### config.mk
export PLATFORM = sky130hd
export DESIGN_NAME = spi_gyro_target
export DESIGN_NICKNAME = d
export VERILOG_FILES = /design/src/rtl/gyro_pkg.sv /design/src/rtl/spi_sync_edge.sv /design/src/rtl/spi_gyro_target.sv
export SDC_FILE = /design/constraint.sdc
export NUM_CORES = 1
export LEC_CHECK = 0
export ABC_AREA = 1
export BUFFER_PORTS_ARGS = -buffer_cell sky130_fd_sc_hd__clkbuf_2
export CAP_MARGIN = 40
export CORE_MARGIN = 3
export CORE_UTILIZATION = 55
export DETAILED_ROUTE_END_ITERATION = 6
export GPL_TIMING_DRIVEN = 0
export PLACE_DENSITY = 0.82
export SYNTH_ARGS = -nofsm -noshare
export SYNTH_HDL_FRONTEND = slang
export SYNTH_HIERARCHICAL = 1
export SYNTH_SLANG_ARGS = --single-unit
### constraint.sdc
create_clock -name clk -period 2.4 [get_ports clk]
set_input_delay 0.24 -clock clk [delete_from_list [all_inputs] [get_ports clk]]
set_output_delay 0.24 -clock clk [all_outputs]
set_load 0.01 [all_outputs]
### src/rtl/gyro_pkg.sv
// Shared definitions for the emulated L3G4200D register interface.
// Latency: n/a (constants and types only).
// Backpressure: n/a.
package gyro_pkg;

  // Register map
  localparam logic [5:0] ADDR_WHO_AM_I = 6'h0F;
  localparam logic [5:0] ADDR_CTRL1    = 6'h20;
  localparam logic [5:0] ADDR_CTRL2    = 6'h21;
  localparam logic [5:0] ADDR_CTRL3    = 6'h22;
  localparam logic [5:0] ADDR_CTRL4    = 6'h23;
  localparam logic [5:0] ADDR_CTRL5    = 6'h24;
  localparam logic [5:0] ADDR_STATUS   = 6'h27;
  localparam logic [5:0] ADDR_OUT_XL   = 6'h28;
  localparam logic [5:0] ADDR_OUT_XH   = 6'h29;
  localparam logic [5:0] ADDR_OUT_YL   = 6'h2A;
  localparam logic [5:0] ADDR_OUT_YH   = 6'h2B;
  localparam logic [5:0] ADDR_OUT_ZL   = 6'h2C;
  localparam logic [5:0] ADDR_OUT_ZH   = 6'h2D;

  localparam logic [7:0] CTRL1_RST = 8'h07;

  // Command byte fields
  localparam int RW_BIT = 7;
  localparam int MS_BIT = 6;

  typedef enum logic [1:0] {
    IDLE = 2'd0,
    CMD  = 2'd1,
    DATA = 2'd2
  } spi_state_t;

endpackage

### src/rtl/spi_sync_edge.sv
// Multi-flop synchronizer with registered-edge detection for one async input.
// Latency: level after SYNC_STAGES clk; rise/fall pulses valid the cycle after.
// Backpressure: none (free-running sampler).
// Ports: clk/rst (async active-low), din (async pin), level (synced value),
//        rise/fall (one-cycle pulses on synced transitions).
module spi_sync_edge #(
  parameter int   SYNC_STAGES = 2,
  parameter logic RST_VAL     = 1'b0
) (
  input  logic clk,
  input  logic rst,
  input  logic din,
  output logic level,
  output logic rise,
  output logic fall
);

  logic [SYNC_STAGES-1:0] sync_q;
  logic                   prev_q;

  always_ff @(posedge clk or negedge rst) begin
    if (!rst) begin
      sync_q <= {SYNC_STAGES{RST_VAL}};
      prev_q <= RST_VAL;
    end else begin
      sync_q <= {sync_q[SYNC_STAGES-2:0], din};
      prev_q <= sync_q[SYNC_STAGES-1];
    end
  end

  assign level = sync_q[SYNC_STAGES-1];
  assign rise  = level & ~prev_q;
  assign fall  = ~level & prev_q;

endmodule

### src/rtl/spi_gyro_target.sv
// Mode-3 SPI responder emulating the L3G4200D gyro register file.
// Latency: edges act SYNC_STAGES+1 clk after the pin; miso within SYNC_STAGES+2 clk of sclk fall.
// Backpressure: none; clk must be >= 8x sclk. Samples arriving mid-transfer are held until cs rises.
// Ports: clk/rst (async active-low); cs/sclk/mosi/miso SPI pins; x/y/z_axis_data + sample_valid
//        load the OUT registers; ctrl_reg1 mirrors CTRL_REG1; busy = synchronized cs low.
module spi_gyro_target
  import gyro_pkg::*;
#(
  parameter logic [7:0] WHO_AM_I_VAL = 8'hD3,
  parameter int         SYNC_STAGES  = 2
) (
  input  logic        clk,
  input  logic        rst,
  input  logic        cs,
  input  logic        sclk,
  input  logic        mosi,
  output logic        miso,
  input  logic [15:0] x_axis_data,
  input  logic [15:0] y_axis_data,
  input  logic [15:0] z_axis_data,
  input  logic        sample_valid,
  output logic [7:0]  ctrl_reg1,
  output logic        busy
);

  logic cs_lvl, cs_rise, cs_fall;
  logic sclk_lvl, sclk_rise, sclk_fall;
  logic mosi_lvl, mosi_rise, mosi_fall;
  logic unused_sigs;

  spi_sync_edge #(.SYNC_STAGES(SYNC_STAGES), .RST_VAL(1'b1)) u_cs_sync (
    .clk(clk), .rst(rst), .din(cs), .level(cs_lvl), .rise(cs_rise), .fall(cs_fall)
  );
  spi_sync_edge #(.SYNC_STAGES(SYNC_STAGES), .RST_VAL(1'b1)) u_sclk_sync (
    .clk(clk), .rst(rst), .din(sclk), .level(sclk_lvl), .rise(sclk_rise), .fall(sclk_fall)
  );
  // mosi goes through the same depth so it lines up with the synced sclk rise
  spi_sync_edge #(.SYNC_STAGES(SYNC_STAGES), .RST_VAL(1'b0)) u_mosi_sync (
    .clk(clk), .rst(rst), .din(mosi), .level(mosi_lvl), .rise(mosi_rise), .fall(mosi_fall)
  );

  assign unused_sigs = ^{sclk_lvl, mosi_rise, mosi_fall};

  spi_state_t       state, state_n;
  logic [2:0]       bit_cnt;
  logic [7:0]       shin, shout;
  logic [5:0]       addr;
  logic             rw, ms;
  logic             miso_q;
  logic [4:0][7:0]  ctrl_q;
  logic [5:0][7:0]  out_q;
  logic             zyxda, zyxor;
  logic             pend_vld;
  logic [15:0]      pend_x, pend_y, pend_z;

  logic             active, byte_done, data_wr, clr_status;
  logic             load_now, load;
  logic [7:0]       rx_byte, rd_data;
  logic [5:0]       next_addr, rd_addr;
  logic [15:0]      ld_x, ld_y, ld_z;

  // A cs rise in the same cycle as an sclk edge ends the transfer, so the
  // edge is ignored and any partial byte is dropped.
  assign active     = (state != IDLE) && !cs_rise;
  assign byte_done  = active && sclk_rise && (bit_cnt == 3'd7);
  assign rx_byte    = {shin[6:0], mosi_lvl};
  assign next_addr  = ms ? addr + 6'd1 : addr;
  // Command byte: prefetch its own address; data byte: prefetch the next one.
  assign rd_addr    = (state == CMD) ? rx_byte[5:0] : next_addr;
  assign data_wr    = byte_done && (state == DATA) && !rw;
  assign clr_status = byte_done && (state == DATA) && rw && (addr == ADDR_OUT_ZH);

  // Pending samples are only captured while busy, so applying one whenever
  // busy is low is the cycle after cs rises. A fresh sample at that instant wins.
  assign load_now = sample_valid && !busy;
  assign load     = load_now || (pend_vld && !busy);
  assign ld_x     = load_now ? x_axis_data : pend_x;
  assign ld_y     = load_now ? y_axis_data : pend_y;
  assign ld_z     = load_now ? z_axis_data : pend_z;

  always_comb begin
    rd_data = 8'h00;
    case (rd_addr)
      ADDR_WHO_AM_I: rd_data = WHO_AM_I_VAL;
      ADDR_CTRL1:    rd_data = ctrl_q[0];
      ADDR_CTRL2:    rd_data = ctrl_q[1];
      ADDR_CTRL3:    rd_data = ctrl_q[2];
      ADDR_CTRL4:    rd_data = ctrl_q[3];
      ADDR_CTRL5:    rd_data = ctrl_q[4];
      ADDR_STATUS:   rd_data = {zyxor, 3'b000, zyxda, 3'b000};
      ADDR_OUT_XL:   rd_data = out_q[0];
      ADDR_OUT_XH:   rd_data = out_q[1];
      ADDR_OUT_YL:   rd_data = out_q[2];
      ADDR_OUT_YH:   rd_data = out_q[3];
      ADDR_OUT_ZL:   rd_data = out_q[4];
      ADDR_OUT_ZH:   rd_data = out_q[5];
      default:       rd_data = 8'h00;
    endcase
  end

  // FSM
  always_ff @(posedge clk or negedge rst) begin
    if (!rst) state <= IDLE;
    else      state <= state_n;
  end

  always_comb begin
    state_n = state;
    case (state)
      IDLE:    if (cs_fall) state_n = CMD;
      CMD:     if (byte_done) state_n = DATA;
      DATA:    state_n = DATA;
      default: state_n = IDLE;
    endcase
    if (cs_rise) state_n = IDLE;
  end

  // Shift datapath
  always_ff @(posedge clk or negedge rst) begin
    if (!rst) begin
      bit_cnt <= 3'd0;
      shin    <= 8'h00;
      shout   <= 8'h00;
      addr    <= 6'h00;
      rw      <= 1'b0;
      ms      <= 1'b0;
      miso_q  <= 1'b0;
    end else if (cs_fall) begin
      bit_cnt <= 3'd0;
      shout   <= 8'h00;
      miso_q  <= 1'b0;
    end else if (cs_rise) begin
      bit_cnt <= 3'd0;
      miso_q  <= 1'b0;
    end else if (active) begin
      if (sclk_rise) begin
        bit_cnt <= bit_cnt + 3'd1;
        shin    <= rx_byte;
        if (byte_done) begin
          if (state == CMD) begin
            rw   <= rx_byte[RW_BIT];
            ms   <= rx_byte[MS_BIT];
            addr <= rx_byte[5:0];
          end else begin
            addr <= next_addr;
          end
          if ((state == CMD && rx_byte[RW_BIT]) || (state == DATA && rw))
            shout <= rd_data;
        end
      end
      if (sclk_fall) begin
        miso_q <= shout[7];
        shout  <= {shout[6:0], 1'b0};
      end
    end
  end

  // Control registers; writes to anything outside CTRL1..5 fall through.
  always_ff @(posedge clk or negedge rst) begin
    if (!rst) begin
      ctrl_q <= {8'h00, 8'h00, 8'h00, 8'h00, CTRL1_RST};
    end else if (data_wr) begin
      case (addr)
        ADDR_CTRL1: ctrl_q[0] <= rx_byte;
        ADDR_CTRL2: ctrl_q[1] <= rx_byte;
        ADDR_CTRL3: ctrl_q[2] <= rx_byte;
        ADDR_CTRL4: ctrl_q[3] <= rx_byte;
        ADDR_CTRL5: ctrl_q[4] <= rx_byte;
        default: ;
      endcase
    end
  end

  // Sample holding, output registers and status flags
  always_ff @(posedge clk or negedge rst) begin
    if (!rst) begin
      pend_vld <= 1'b0;
      pend_x   <= 16'h0000;
      pend_y   <= 16'h0000;
      pend_z   <= 16'h0000;
      out_q    <= '0;
      zyxda    <= 1'b0;
      zyxor    <= 1'b0;
    end else begin
      if (sample_valid && busy) begin
        pend_vld <= 1'b1;
        pend_x   <= x_axis_data;
        pend_y   <= y_axis_data;
        pend_z   <= z_axis_data;
      end else if (!busy) begin
        pend_vld <= 1'b0;
      end
      if (load) begin
        out_q <= {ld_z[15:8], ld_z[7:0], ld_y[15:8], ld_y[7:0], ld_x[15:8], ld_x[7:0]};
        zyxda <= 1'b1;
        zyxor <= zyxor | zyxda;
      end else if (clr_status) begin
        zyxda <= 1'b0;
        zyxor <= 1'b0;
      end
    end
  end

  assign busy      = ~cs_lvl;
  assign miso      = miso_q & ~cs_lvl;
  assign ctrl_reg1 = ctrl_q[0];

endmodule

==> metrics.md <==
| Metric | Value |
|---|---|
| Run status | finished clean |
| P&R area growth vs syn | 18.3% |
| GRT Util Overall | 0.284 |
| Clock sink count | 176 |
| Leakage | 4.94 nW |
| Finish-stage setup viols | 0 |
| Maxcap violations | 0 |
| Syn Nets | 1128 |
| Cell Count, Final, Fillers Out | 1367 |
| Remaining antenna violation count | 0 |
| Reg2reg start | state[1]$_DFFE_PN0P_ |
| Die span in y | 130 µm |
| Post-Syn Area | 8470 µm² |
| Post-layout util | 0.677 |
| Pwr per Cell Area | 800 nW/µm² |
| Initial antenna violation count | 0 |
| First-pass GRT wire length | 37000 µm |
| Post-route clock period utilization | 0.988 |
| Via count | 7811 |
| CTS buffer count | 17 |
| GR Overflow Total | 0 |
| Die Area | 16900 µm² |
| N_diodes | 0 |
| FF-to-FF path depth | 17 |
| Reg clk slew, reported paths | 0.07 ns |
| Worst-skew pair later-pin latency | 0.44 ns |
| Unrepaired setup endpoints after global routing | true |
| Number of global-route vias before repair | 7403 |
| Synth Instances | 1064 |
| Post-Place Cells | 1311 |
| Max transition margin | 0.479 |
| WL per Instance | 17.1 µm |
| FMAX | 422 MHz |
| Final worst slack | 0.0288 ns |
| CTS tree | yes |
| Hold Path Class | input port to flop |
| Pre-CTS WS | -0.139 ns |
| Hold path depth | 3 |
| Startpoint Class | flop |
| Initial detailed-routing violation count | 1009 |
| Core footprint | 14800 µm² |
| Clk buf depth | 2 |
| DP HPWL | 16200 µm |
| Root Driver | clkbuf_16 |
| Buffers on Ports | 62 |
| Final Max Tran Viols | 0 |
| Final hold viol count | 0 |
| Min Tclk post-route | 2.37 ns |
| Post-route DRC violation count | 0 |
| Mapped Avg Cell Area | 7.96 µm² |
| CP required | 2.77 ns |
| Largest net degree at the start of global routing | 90 |
| Flop2flop setup slack | 0.03 ns |
| Hold_sp | z_axis_data[13] |
| Nets | 1234 |
| # rows | 44 |
| Initial Util | 0.572 |
| Horiz. Die Dim | 130 µm |
| Worst-margin pin slew | 0.770 ns |
| Critical path capture point type | flop |
| Critical path type | flop to flop |
| Via density | 5.71 |
| Max Clock Skew | 0.0140 ns |
| Post-Route WL | 23400 µm |
| Ports | 64 |
| Peak VDD IR | 0.587 mV |
| Hold worst-path end | out_q[45]$_DFFE_PN0P_ |
| Reg-to-reg endpoint | shout[6]$_DFFE_PN0P_ |
| Synth warn | 6 |
| Peak fanout along the critical path | 10 |
| CTS H-tree depth | 4 |
| Routability Congestion | 0.927 |
| CP arrival | 2.74 ns |
| Layout cells sized above 1 | 0.178 |
| DRT Pass-1 Iters | 7 |
[sequential cells by signal, indices dropped and copies added, names as in the netlist, 6 cells and up]
name       count
addr           6
ctrl_q        32
ctrl_reg1      8
out_q         48
pend_x        16
pend_y        16
pend_z        16
shin           7
shout          8
[report_power, final]
group / leakage, nW / switching [W] / internal [W]
logic: 2.51 / 0.00133 / 0.000603
clock network: 0.268 / 0.00118 / 0.00147
registers: 2.16 / 0.000154 / 0.00328
[worst max path at each step]
| stage | end | slack [ns] | start | depth (start not counted) |
|---|---|---|---|---|
| floorplan | shout[0]$_DFFE_PN0P_ | 0.33 | state[1]$_DFFE_PN0P_ | 13 |
| global placement | pend_y[13]$_DFFE_PN0P_ | -2.09 | rst | 1 |
| detailed placement | shout[5]$_DFFE_PN0P_ | -0.14 | state[1]$_DFFE_PN0P_ | 14 |
| CTS | shout[5]$_DFFE_PN0P_ | -0.004 | state[1]$_DFFE_PN0P_ | 16 |
| global route | shout[0]$_DFFE_PN0P_ | -0.05 | state[1]$_DFFE_PN0P_ | 16 |
| finish | shout[6]$_DFFE_PN0P_ | 0.03 | state[1]$_DFFE_PN0P_ | 17 |
[critical path: stages (launching register included)]
cell and delay [ns]:
dfrtp_1 0.39, inv_2 0.09, ha_2 0.20, inv_2 0.07
buf_8 0.14, nand3_1 0.12, o21ai_4 0.11, nor2_2 0.15
inv_2 0.08, nor2_2 0.19, nand2_1 0.15, inv_2 0.12
nand2_1 0.08, nand2_1 0.09, nor2_1 0.05, nand3_1 0.11
nand2_1 0.09, nand2_1 0.06
[routing by layer]
metal	global-route usage	share of wire
met2	0.436	0.46
met5	0	0
met3	0.0655	0.082
met1	0.400	0.43
met4	0.103	0.033
[what timing repair did]
action | 4_1_cts | 5_1_grt
endpoints found under the setup margin | 56 | 81
gates resized for setup | 20 | 57
pin swaps | 3 | 13
hold buffers | 4 | 0
buffers inserted | 3 | 17
endpoints found under the hold margin | 84 | 0
[cell usage in the layout, fill, tap and decap left out, drive strengths merged, types with 2 or more instances in the layout]
cell type,count
dlygate4sd3,4
clkbuf,120
nand4,4
nand2,229
clkinvlp,2
o211ai,3
buf,37
ha,10
a21oi,97
dfstp,9
nand3,82
dfrtp,167
nor2,105
o22ai,2
o21ai,167
clkinv,5
inv,130
mux2,4
[metrics by stage]
step,cell area (µm²),power [W],hold slack (ns),setup TNS (ns)
finish,10000,0.00802,0.0513,0
global route,10000,0.00838,0.0461,-0.294
CTS,9740,0.00776,0.0525,-0.00426
detailed placement,9050,0.00504,0.318,-2.12
global placement,9010,0.00499,0.329,-356.35
floorplan,8470,0.00449,-0.0556,0
[final cells by class]
cell class / instances / area, µm²
timing repair buffer: 87 / 537
tap: 184 / 230
sequential: 176 / 4420
clock buffer: 21 / 450
buffer: 53 / 279
fill: 1189 / 4790
clock inverter: 11 / 108
multi-input combinational: 708 / 3530
inverter: 127 / 477
(Power assumes the default switching activity.)
